**config.mk**
```make
export PLATFORM = sky130hd
export DESIGN_NAME = uart_bus_arbiter_flat
export DESIGN_NICKNAME = d
export VERILOG_FILES = /design/src/rtl/uart_bus_arbiter_pkg.sv /design/src/rtl/uart_bus_arbiter_if.sv /design/src/rtl/uart_bus_arbiter_rr_arbiter.sv /design/src/rtl/uart_bus_arbiter.sv /design/src/flat_wrapper.sv
export SDC_FILE = /design/constraint.sdc
export NUM_CORES = 1
export LEC_CHECK = 0
export CELL_PAD_IN_SITES_DETAIL_PLACEMENT = 1
export CELL_PAD_IN_SITES_GLOBAL_PLACEMENT = 2
export CORE_ASPECT_RATIO = 0.7
export CORE_MARGIN = 2
export CORE_UTILIZATION = 23
export CTS_BUF_LIST = sky130_fd_sc_hd__clkbuf_8
export DETAILED_ROUTE_END_ITERATION = 16
export PLACE_DENSITY = 0.85
export SYNTH_ARGS = -nofsm -noshare
export SYNTH_HDL_FRONTEND = slang
export SYNTH_HIERARCHICAL = 1
export SYNTH_SLANG_ARGS = --single-unit
```
**constraint.sdc**
```tcl
create_clock -name clk -period 1.8 [get_ports clk]
set_clock_uncertainty 0.2 [all_clocks]
set_input_delay 0.18 -clock clk [delete_from_list [all_inputs] [get_ports clk]]
set_output_delay 0.18 -clock clk [all_outputs]
set_load 0.02 [all_outputs]
```
**src/rtl/uart_bus_arbiter_pkg.sv**
```systemverilog
// Shared definitions for the UART/misc register bus arbiter: FSM state codes,
// register map constants and small helpers.
package uart_bus_arbiter_pkg;

   localparam logic [1:0] ST_IDLE    = 2'd0;
   localparam logic [1:0] ST_ISSUE   = 2'd1;
   localparam logic [1:0] ST_CAPTURE = 2'd2;
   localparam logic [1:0] ST_ACK     = 2'd3;

   // Register map: UART n occupies 16*n + {DATA, STATUS, DIV_LO, DIV_HI}
   localparam int         UART_DATA   = 0;
   localparam int         UART_STATUS = 1;
   localparam int         UART_DIV_LO = 2;
   localparam int         UART_DIV_HI = 3;
   localparam logic [7:0] MISC_OUT    = 8'd128;
   localparam logic [7:0] MISC_IN     = 8'd129;

   function automatic logic [7:0] uart_reg_addr(input int n, input int off);
      return 8'(16 * n + off);
   endfunction

   function automatic int ptr_width(input int nreq);
      return (nreq > 2) ? 2 : 1;
   endfunction

endpackage

```
**src/rtl/uart_bus_arbiter_if.sv**
```systemverilog
// Requester-side and register-bus-side signals of the arbiter, bundled.
// The arbiter uses the slave view; requesters plus register file use master.
interface uart_bus_arbiter_if #(
   parameter int NREQ = 2,
   parameter int AW   = 8,
   parameter int DW   = 8
);
   logic [NREQ-1:0]    req_valid;
   logic [NREQ-1:0]    req_we;
   logic [NREQ*AW-1:0] req_addr;
   logic [NREQ*DW-1:0] req_wdata;
   logic [NREQ-1:0]    req_ack;
   logic [DW-1:0]      resp_rdata;
   logic [AW-1:0]      bus_addr;
   logic [DW-1:0]      bus_wdata;
   logic               bus_rd;
   logic               bus_wr;
   logic [DW-1:0]      bus_rdata;

   modport master (
      output req_valid, req_we, req_addr, req_wdata, bus_rdata,
      input  req_ack, resp_rdata, bus_addr, bus_wdata, bus_rd, bus_wr
   );

   modport slave (
      input  req_valid, req_we, req_addr, req_wdata, bus_rdata,
      output req_ack, resp_rdata, bus_addr, bus_wdata, bus_rd, bus_wr
   );
endinterface

```
**src/rtl/uart_bus_arbiter_rr_arbiter.sv**
```systemverilog
// Round-robin winner selection: lowest requester at or after the pointer wins,
// wrapping to the lowest overall. Pointer advances past the winner on update.
module rr_arbiter
   import uart_bus_arbiter_pkg::*;
#(
   parameter int NREQ = 2
) (
   input  logic            clk,
   input  logic            reset,
   input  logic [NREQ-1:0] req,
   input  logic            update,
   output logic [NREQ-1:0] gnt_onehot,
   output logic            any_req
);
   localparam int PW = ptr_width(NREQ);

   logic [PW-1:0]   ptr_reg;
   logic [PW-1:0]   ptr_next;
   logic [PW-1:0]   gnt_idx;
   logic [NREQ-1:0] at_or_after;
   logic [NREQ-1:0] req_hi;
   logic [NREQ-1:0] pick_hi;
   logic [NREQ-1:0] pick_all;

   generate
      for (genvar gi = 0; gi < NREQ; gi++) begin : g_mask
         assign at_or_after[gi] = (PW'(gi) >= ptr_reg);
      end
   endgenerate

   // x & -x isolates the lowest set bit; prefer the masked set when non-empty
   assign req_hi     = req & at_or_after;
   assign pick_hi    = req_hi & (~req_hi + NREQ'(1));
   assign pick_all   = req & (~req + NREQ'(1));
   assign gnt_onehot = (|req_hi) ? pick_hi : pick_all;
   assign any_req    = |req;

   always_comb begin
      gnt_idx = '0;
      for (int k = 0; k < NREQ; k++) begin
         if (gnt_onehot[k]) gnt_idx = PW'(k);
      end
   end

   assign ptr_next = (gnt_idx == PW'(NREQ - 1)) ? '0 : gnt_idx + PW'(1);

   always_ff @(posedge clk) begin
      if (reset) begin
         ptr_reg <= '0;
      end else if (update) begin
         ptr_reg <= ptr_next;
      end
   end

endmodule

```
**src/rtl/uart_bus_arbiter.sv**
```systemverilog
// Shares the 8-bit UART/misc register bus between NREQ requesters, one access
// in flight: IDLE -> ISSUE (strobe) -> CAPTURE (read data) -> ACK.
module uart_bus_arbiter
   import uart_bus_arbiter_pkg::*;
#(
   parameter int NREQ = 2,
   parameter int AW   = 8,
   parameter int DW   = 8
) (
   input  logic               clk,
   input  logic               reset,
   uart_bus_arbiter_if.slave  bus
);
   logic [1:0]      state_reg;
   logic [1:0]      state_next;
   logic [NREQ-1:0] grant_reg;
   logic            we_reg;
   logic [AW-1:0]   bus_addr_reg;
   logic [DW-1:0]   bus_wdata_reg;
   logic            bus_rd_reg;
   logic            bus_wr_reg;
   logic [NREQ-1:0] req_ack_reg;
   logic [DW-1:0]   resp_rdata_reg;

   logic [NREQ-1:0] gnt_onehot;
   logic            any_req;
   logic            arb_update;
   logic            sel_we;
   logic [AW-1:0]   sel_addr;
   logic [DW-1:0]   sel_wdata;

   // Requests only count in IDLE, so a stale req_valid during ACK is ignored
   assign arb_update = (state_reg == ST_IDLE) && any_req;

   rr_arbiter #(.NREQ(NREQ)) u_rr (
      .clk        (clk),
      .reset      (reset),
      .req        (bus.req_valid),
      .update     (arb_update),
      .gnt_onehot (gnt_onehot),
      .any_req    (any_req)
   );

   always_comb begin
      sel_we    = 1'b0;
      sel_addr  = '0;
      sel_wdata = '0;
      for (int k = 0; k < NREQ; k++) begin
         if (gnt_onehot[k]) begin
            sel_we    = bus.req_we[k];
            sel_addr  = bus.req_addr[AW*k +: AW];
            sel_wdata = bus.req_wdata[DW*k +: DW];
         end
      end
   end

   always_comb begin
      state_next = state_reg;
      case (state_reg)
         ST_IDLE:    if (any_req) state_next = ST_ISSUE;
         ST_ISSUE:   state_next = ST_CAPTURE;
         ST_CAPTURE: state_next = ST_ACK;
         default:    state_next = ST_IDLE;
      endcase
   end

   always_ff @(posedge clk) begin
      if (reset) begin
         state_reg      <= ST_IDLE;
         grant_reg      <= '0;
         we_reg         <= 1'b0;
         bus_addr_reg   <= '0;
         bus_wdata_reg  <= '0;
         bus_rd_reg     <= 1'b0;
         bus_wr_reg     <= 1'b0;
         req_ack_reg    <= '0;
         resp_rdata_reg <= '0;
      end else begin
         state_reg   <= state_next;
         bus_rd_reg  <= 1'b0;
         bus_wr_reg  <= 1'b0;
         req_ack_reg <= '0;
         case (state_reg)
            ST_IDLE: begin
               if (any_req) begin
                  grant_reg     <= gnt_onehot;
                  we_reg        <= sel_we;
                  bus_addr_reg  <= sel_addr;
                  bus_wdata_reg <= sel_wdata;
                  bus_wr_reg    <= sel_we;
                  bus_rd_reg    <= ~sel_we;
               end
            end
            ST_CAPTURE: begin
               if (!we_reg) resp_rdata_reg <= bus.bus_rdata;
               req_ack_reg <= grant_reg;
            end
            default: ;
         endcase
      end
   end

   assign bus.bus_addr   = bus_addr_reg;
   assign bus.bus_wdata  = bus_wdata_reg;
   assign bus.bus_rd     = bus_rd_reg;
   assign bus.bus_wr     = bus_wr_reg;
   assign bus.req_ack    = req_ack_reg;
   assign bus.resp_rdata = resp_rdata_reg;

endmodule

```
**src/flat_wrapper.sv**
```systemverilog
// flat-port wrapper written by rule: the top's interface ports become plain ports
module uart_bus_arbiter_flat import uart_bus_arbiter_pkg::*;
#(
   parameter int NREQ = 2,
   parameter int AW   = 8,
   parameter int DW   = 8
)
  (clk, reset, bus_req_valid, bus_req_we, bus_req_addr, bus_req_wdata, bus_bus_rdata, bus_req_ack, bus_resp_rdata, bus_bus_addr, bus_bus_wdata, bus_bus_rd, bus_bus_wr);
  uart_bus_arbiter_if #(.NREQ(NREQ), .AW(AW), .DW(DW)) bus_i ();
  input  logic clk;
  input  logic reset;
  input wire logic [$bits(bus_i.req_valid)-1:0] bus_req_valid;
  input wire logic [$bits(bus_i.req_we)-1:0] bus_req_we;
  input wire logic [$bits(bus_i.req_addr)-1:0] bus_req_addr;
  input wire logic [$bits(bus_i.req_wdata)-1:0] bus_req_wdata;
  input wire logic [$bits(bus_i.bus_rdata)-1:0] bus_bus_rdata;
  output wire logic [$bits(bus_i.req_ack)-1:0] bus_req_ack;
  output wire logic [$bits(bus_i.resp_rdata)-1:0] bus_resp_rdata;
  output wire logic [$bits(bus_i.bus_addr)-1:0] bus_bus_addr;
  output wire logic [$bits(bus_i.bus_wdata)-1:0] bus_bus_wdata;
  output wire logic [$bits(bus_i.bus_rd)-1:0] bus_bus_rd;
  output wire logic [$bits(bus_i.bus_wr)-1:0] bus_bus_wr;
  assign bus_i.req_valid = bus_req_valid;
  assign bus_i.req_we = bus_req_we;
  assign bus_i.req_addr = bus_req_addr;
  assign bus_i.req_wdata = bus_req_wdata;
  assign bus_i.bus_rdata = bus_bus_rdata;
  assign bus_req_ack = bus_i.req_ack;
  assign bus_resp_rdata = bus_i.resp_rdata;
  assign bus_bus_addr = bus_i.bus_addr;
  assign bus_bus_wdata = bus_i.bus_wdata;
  assign bus_bus_rd = bus_i.bus_rd;
  assign bus_bus_wr = bus_i.bus_wr;
  uart_bus_arbiter #(.NREQ(NREQ), .AW(AW), .DW(DW)) u_core (.clk(clk), .reset(reset), .bus(bus_i));
endmodule
```
Word-level counts from Yosys, hierarchy flattened
Cells that the tools add are included.
Widths: inputs -> output; s select.
Word-level totals
  register bits after elaboration: 34
  latch bits: 0
  memory bits (writable): 0
  bits in read-only memories: 0
  output and inout port bits: 28
  logic and storage cells: 47
  memories: 0
Operators by class
  add/subtract/negate cells: 3
  multiply operators: 0
  divide/modulo/power cells: 0
  magnitude comparators: 2
  equality and inequality tests: 3
  shift-type cells: 0
  mux-type cells: 11
  bitwise operators: 10
  reduce and logical (&&, ||, !) cells: 8
Operators by type and width (number)
  $mux 8: 4
  $and 2x2->2: 3
  $pmux 2 s3: 1
  $reduce_or 2->1: 3
  $not 1->1: 5
  $add 2x1->2 const B: 2
  $mux 1: 4
  $mux 2: 2
  $not 2->2: 2
  $reduce_and 2->1: 2
  $reduce_or 3->1: 1
  $eq 2x1->1 const B: 1
  $eq 2x2->1 const B: 1
  $ge 1x1->1 const A: 2
  $logic_not 2->1: 1
  $ne 2x1->1 const B: 1
  $add 1x1->1 const B: 1
  $logic_and 1x1->1: 1

Longest topological paths before layout
  depth after elaboration: 9
  depth in mapped cells: 8
  gate-level depth less buffers: 6

Modules after synthesis
Netlist, hierarchy kept.
By module, submodules not included
  uart_bus_arbiter: times used 1, cells an instance 139, area each 1405.1 um^2, sequential area each 660.6 um^2
  rr_arbiter: times used 1, cells an instance 8, area each 67.6 um^2, sequential area each 20.0 um^2

Worst setup path after synthesis
OpenSTA, ideal clock, no wires.
  path type: register to register
  start point: register u_core.u_rr.ptr_reg
  end point: register u_core.bus_addr_reg[1], in the netlist u_core/bus.bus_addr[1]
  setup time: 0.132 ns
  arrival: 1.326 ns
  slack: 0.142 ns
  cell stages (with the launch flop): 8
  buffers on the path: 3
  clock period less this slack: 1.658 ns
  cells stage by stage: dfxtp_1 -> nand2b_1 -> and2_2 -> buf_4 -> buf_4 -> buf_8 -> a221oi_2 -> nor3_1
RTL lines
  from (decl): line uart_bus_arbiter_rr_arbiter.sv:17  | logic [PW-1:0] ptr_reg;
  from (signal assigned): line uart_bus_arbiter_rr_arbiter.sv:51  | ptr_reg <= ptr_next;
  $ge 1x1->1: line uart_bus_arbiter_rr_arbiter.sv:27  | assign at_or_after[gi] = (PW'(gi) >= ptr_reg);
  $and 2x2->2 *: line uart_bus_arbiter_rr_arbiter.sv:32  | assign req_hi = req & at_or_after;
  $not 2->2: line uart_bus_arbiter_rr_arbiter.sv:33  | assign pick_hi = req_hi & (~req_hi + NREQ'(1));
  $add 2x1->2: line uart_bus_arbiter_rr_arbiter.sv:33
  $and 2x2->2: line uart_bus_arbiter_rr_arbiter.sv:33
  $mux 2 *: line uart_bus_arbiter_rr_arbiter.sv:35  | assign gnt_onehot = (|req_hi) ? pick_hi : pick_all;
  net u_core.gnt_onehot[1]: line uart_bus_arbiter.sv:25  | logic [NREQ-1:0] gnt_onehot;
  $mux 8 *: line uart_bus_arbiter.sv:49  | if (gnt_onehot[k]) begin
  to (signal assigned): line uart_bus_arbiter.sv:88  | bus_addr_reg <= sel_addr;
  to (decl): line uart_bus_arbiter.sv:18  | logic [AW-1:0] bus_addr_reg;
Mark *: on every way through the listed nets, which the timed path passes. The rest lies on a longest branch.
A chain may end at the register's enable or synchronous reset.

Worst setup path in the final report
  start point: input bus_req_valid[0]
  end point: register u_core.bus_wdata_reg[2], in the netlist u_core/bus.bus_wdata[2]
On the way
  word-level cells in the longest chain between the ends: 7
Ends and longest elaborated chain
  from (decl): line flat_wrapper.sv:12  | input wire logic [$bits(bus_i.req_valid)-1:0] bus_req_valid;
  $and 2x2->2: line uart_bus_arbiter_rr_arbiter.sv:32
  $not 2->2: line uart_bus_arbiter_rr_arbiter.sv:33
  $add 2x1->2: line uart_bus_arbiter_rr_arbiter.sv:33
  $and 2x2->2: line uart_bus_arbiter_rr_arbiter.sv:33
  $mux 2 *: line uart_bus_arbiter_rr_arbiter.sv:35
  net u_core.gnt_onehot[0]: line uart_bus_arbiter.sv:25
  $mux 8 * (2 in a row): line uart_bus_arbiter.sv:49
  to (signal assigned): line uart_bus_arbiter.sv:89  | bus_wdata_reg <= sel_wdata;
  to (decl): line uart_bus_arbiter.sv:19  | logic [DW-1:0] bus_wdata_reg;
Marked as above.

==> run_results.csv <==
group,metric,value,unit
yosys,synth_top_family_by_area,"simple AND/OR/NAND/NOR gates",
yosys,avgSynthCellArea,10.02,um^2
global_route,grt_use_total,12.34,%
finish,syn_to_final_growth,63.64,%
clocking,worst_skew_pair.late_latency,0.28,ns
timing,fin_crit_sh,91.43,%
clocking,cts_hold_buf,0,
worst_setup_path,worstSetupPathType,"input port to register",
finish,drive_gt1_share,13.33,%
floorplanning,dieArea,7069,um^2
route,wire_per_inst,13.77,um
clocking,cts_tree,"done",
route,drcViolationCount,0,
clocking,clk_path_buf_depth,2,
clocking,cts_post_setup_buffers_inserted,0,
global_route,grt_overflow,0,
timing,setup_viol,0,
timing,worst_slew_pin_slew,0.2990,ns
timing,drv_slew,0,
yosys,synth-xor-area-share,0,%
yosys,ys_types,28,
finish,final_common_cell,"clkdlybuf4s50_1",
worst_setup_path,end_kind,"register",
yosys,synth_seq_area_share,46.22,%
worst_hold_path,holdPathStages,2,
clocking,root_buffer,"clkbuf_8",
timing,finalHoldViolCount,0,
worst_setup_path,critPathMaxFanout,14,
worst_setup_path,reg2reg_from,"u_core/state_reg[0]",
global_route,grt_max_degree,35,
worst_setup_path,crit_path_start,"bus_req_valid[0]",
timing,rsz0062_at_grt,"false",
floorplanning,dieWidth,99.64,um
route,vias,1348,
route,drtIter0Drc,10,
place,dp_slack,-0.1380,ns
floorplanning,core,6216,um^2
yosys,syn_area,1473,um^2
yosys,syn_nets,196,
global_route,grt_first_pass_wirelength,6.879,mm
outcome,status,"finished clean",
yosys,synth_mux_area_share,6.117,%
clocking,cts_buffers,5,
worst_hold_path,hold_class,"register to register",
route,drtAntennaViolNets,0,
power_and_ir_drop,powerDensity,1337,nW/um^2
route,first_pass_iters,4,
finish,fin_nets,274,
run,maxCapViolCount,0,
power_and_ir_drop,leakagePower,0.9234,nW
route,viasPerCell,4.449,
timing,timing.final.crit_period,1.646,ns
worst_setup_path,critPathArrivalTime,1.65,ns
yosys,synthSimpleGateAreaFrac,19.97,%
worst_setup_path,cp.required,1.81,ns
route,wirelength,4.171,mm
worst_hold_path,holdCritStartpoint,"u_core/grant_reg[0]",
power_and_ir_drop,ir_drop,532.4,uV
worst_hold_path,hold_end,"u_core/grant_reg[0]",
global_route,first_global_vias,1431,
clocking,cts_resized,0,
place,port-buffer-count,73,
finish,seqCellArea,680.7,um^2
clocking,path_clk_slew,0.07,ns
floorplanning,initial_core_util,23.69,%
finish,final_cell_mix,"clkdlybuf4s50_1, dfxtp_1, nor2_1",
worst_setup_path,worstReg2RegEnd,"u_core/state_reg[0]",
worst_setup_path,ff2ff_path_depth,4,
worst_setup_path,start_kind,"input port",
finish,fillers,696,
floorplanning,num_rows,24,
yosys,yosysWarnings,6,
floorplanning,die_h,70.95,um
global_route,antenna_found_initial,0,
yosys,synth_compound_area_share,17.59,%
timing,worst_hold_slack,0.2575,ns
clocking,clock_sinks,34,
finish,n_antenna_cell,0,
place,routabilityCongestion,0.6875,
finish,multi_input_area,680.7,um^2
yosys,syn_inst,147,
timing,max_freq,607.7,MHz
clocking,h-tree-depth,2,
timing,max_slew_margin,79.89,%
floorplanning,boundaryPins,74,
yosys,synth_seq_cells,34,
worst_setup_path,r2r_slack,0.18,ns
place,dp_hpwl,3.081,mm
yosys,yosys.area_share.adder,2.549,%
timing,finalWorstSetupSlack,0.1543,ns
## routing by layer
layer	global-route usage (%)	routed length [um]	part of all wire, %
met2	18.77	1803	43
met3	3.162	199	4.8
met1	16.78	2095	50
met4	5.023	72	1.7
met5	0	0	0
## per-stage QoR
stage               TNS (ns)  power (W)  instances  cell area (um^2)  utilization [%]
floorplan                  0   0.002055        147              1473                -
global placement      -1.162   0.002718        296              2333            37.54
detailed placement    -1.859   0.002752        296              2333            37.54
CTS                        0   0.003288        303              2410            38.77
global route               0   0.003472        303              2410            38.77
finish                     0   0.003223        303              2410            38.77
## power by group
| group | internal [W] | switching [W] | total, W |
|---|---|---|---|
| combinational | 0.000803 | 0.000818 | 0.00162 |
| sequential | 0.000972 | 0.000121 | 0.00109 |
| clock | 0.000255 | 0.000255 | 0.000510 |
## cells in the mapped netlist, drive strengths merged
master / instances / area (um^2)
a21boi: 1 / 7.510
nor3: 18 / 90.09
buf: 10 / 88.83
a221oi: 17 / 211.5
or3b: 1 / 8.760
nand2b: 2 / 12.51
dfxtp: 34 / 680.7
nand2: 6 / 22.52
nor3b: 1 / 7.510
nor2b: 2 / 20.02
a22o: 1 / 8.760
clkbuf: 3 / 11.26
inv: 3 / 11.26
and2: 1 / 7.510
mux2i: 9 / 90.09
or2: 1 / 6.260
nor2: 27 / 101.4
ha: 3 / 37.54
a21oi: 3 / 15.01
and3b: 2 / 17.52
a311oi: 1 / 8.760
o211ai: 1 / 7.510
## logic make-up after synthesis
| group | count (synthesis) |
|---|---|
| buffers and inverters | 16 |
| DFF | 34 |
| adders and majority gates | 3 |
| AOI/OAI and AO/OA | 24 |
| muxes | 9 |
| and+or+nand+nor | 61 |
## final cells by class
| type | instances | share of cell area, % |
|---|---|---|
| Inverter | 3 | 0.4673 |
| Tap cell | 78 | 4.050 |
| Sequential cell | 34 | 28.25 |
| Clock inverter | 2 | 0.3115 |
| Clock buffer | 5 | 2.856 |
| Multi-Input combinational cell | 97 | 28.25 |
| Timing Repair Buffer | 84 | 35.83 |
## critical path: stages
cell and delay [ns]:
clkdlybuf4s50_1 0.48, a21boi_0 0.30, nor2b_4 0.27, buf_12 0.17, a221oi_1 0.08, nor3_1 0.17
## worst max-delay path by stage
stage	endpoint	slack [ns]	cells after the start
final	u_core/bus.bus_wdata[2]	0.15	6
after global routing	u_core/bus.bus_wdata[1]	0.05	6
after detailed placement	u_core/bus.bus_wdata[2]	-0.14	6
after floorplan	u_core/bus.bus_addr[1]	0.14	7
after global placement	u_core/bus.bus_wdata[1]	-0.09	6
after CTS	u_core/state_reg[0]	0.14	4
(Power assumes the default switching activity.)
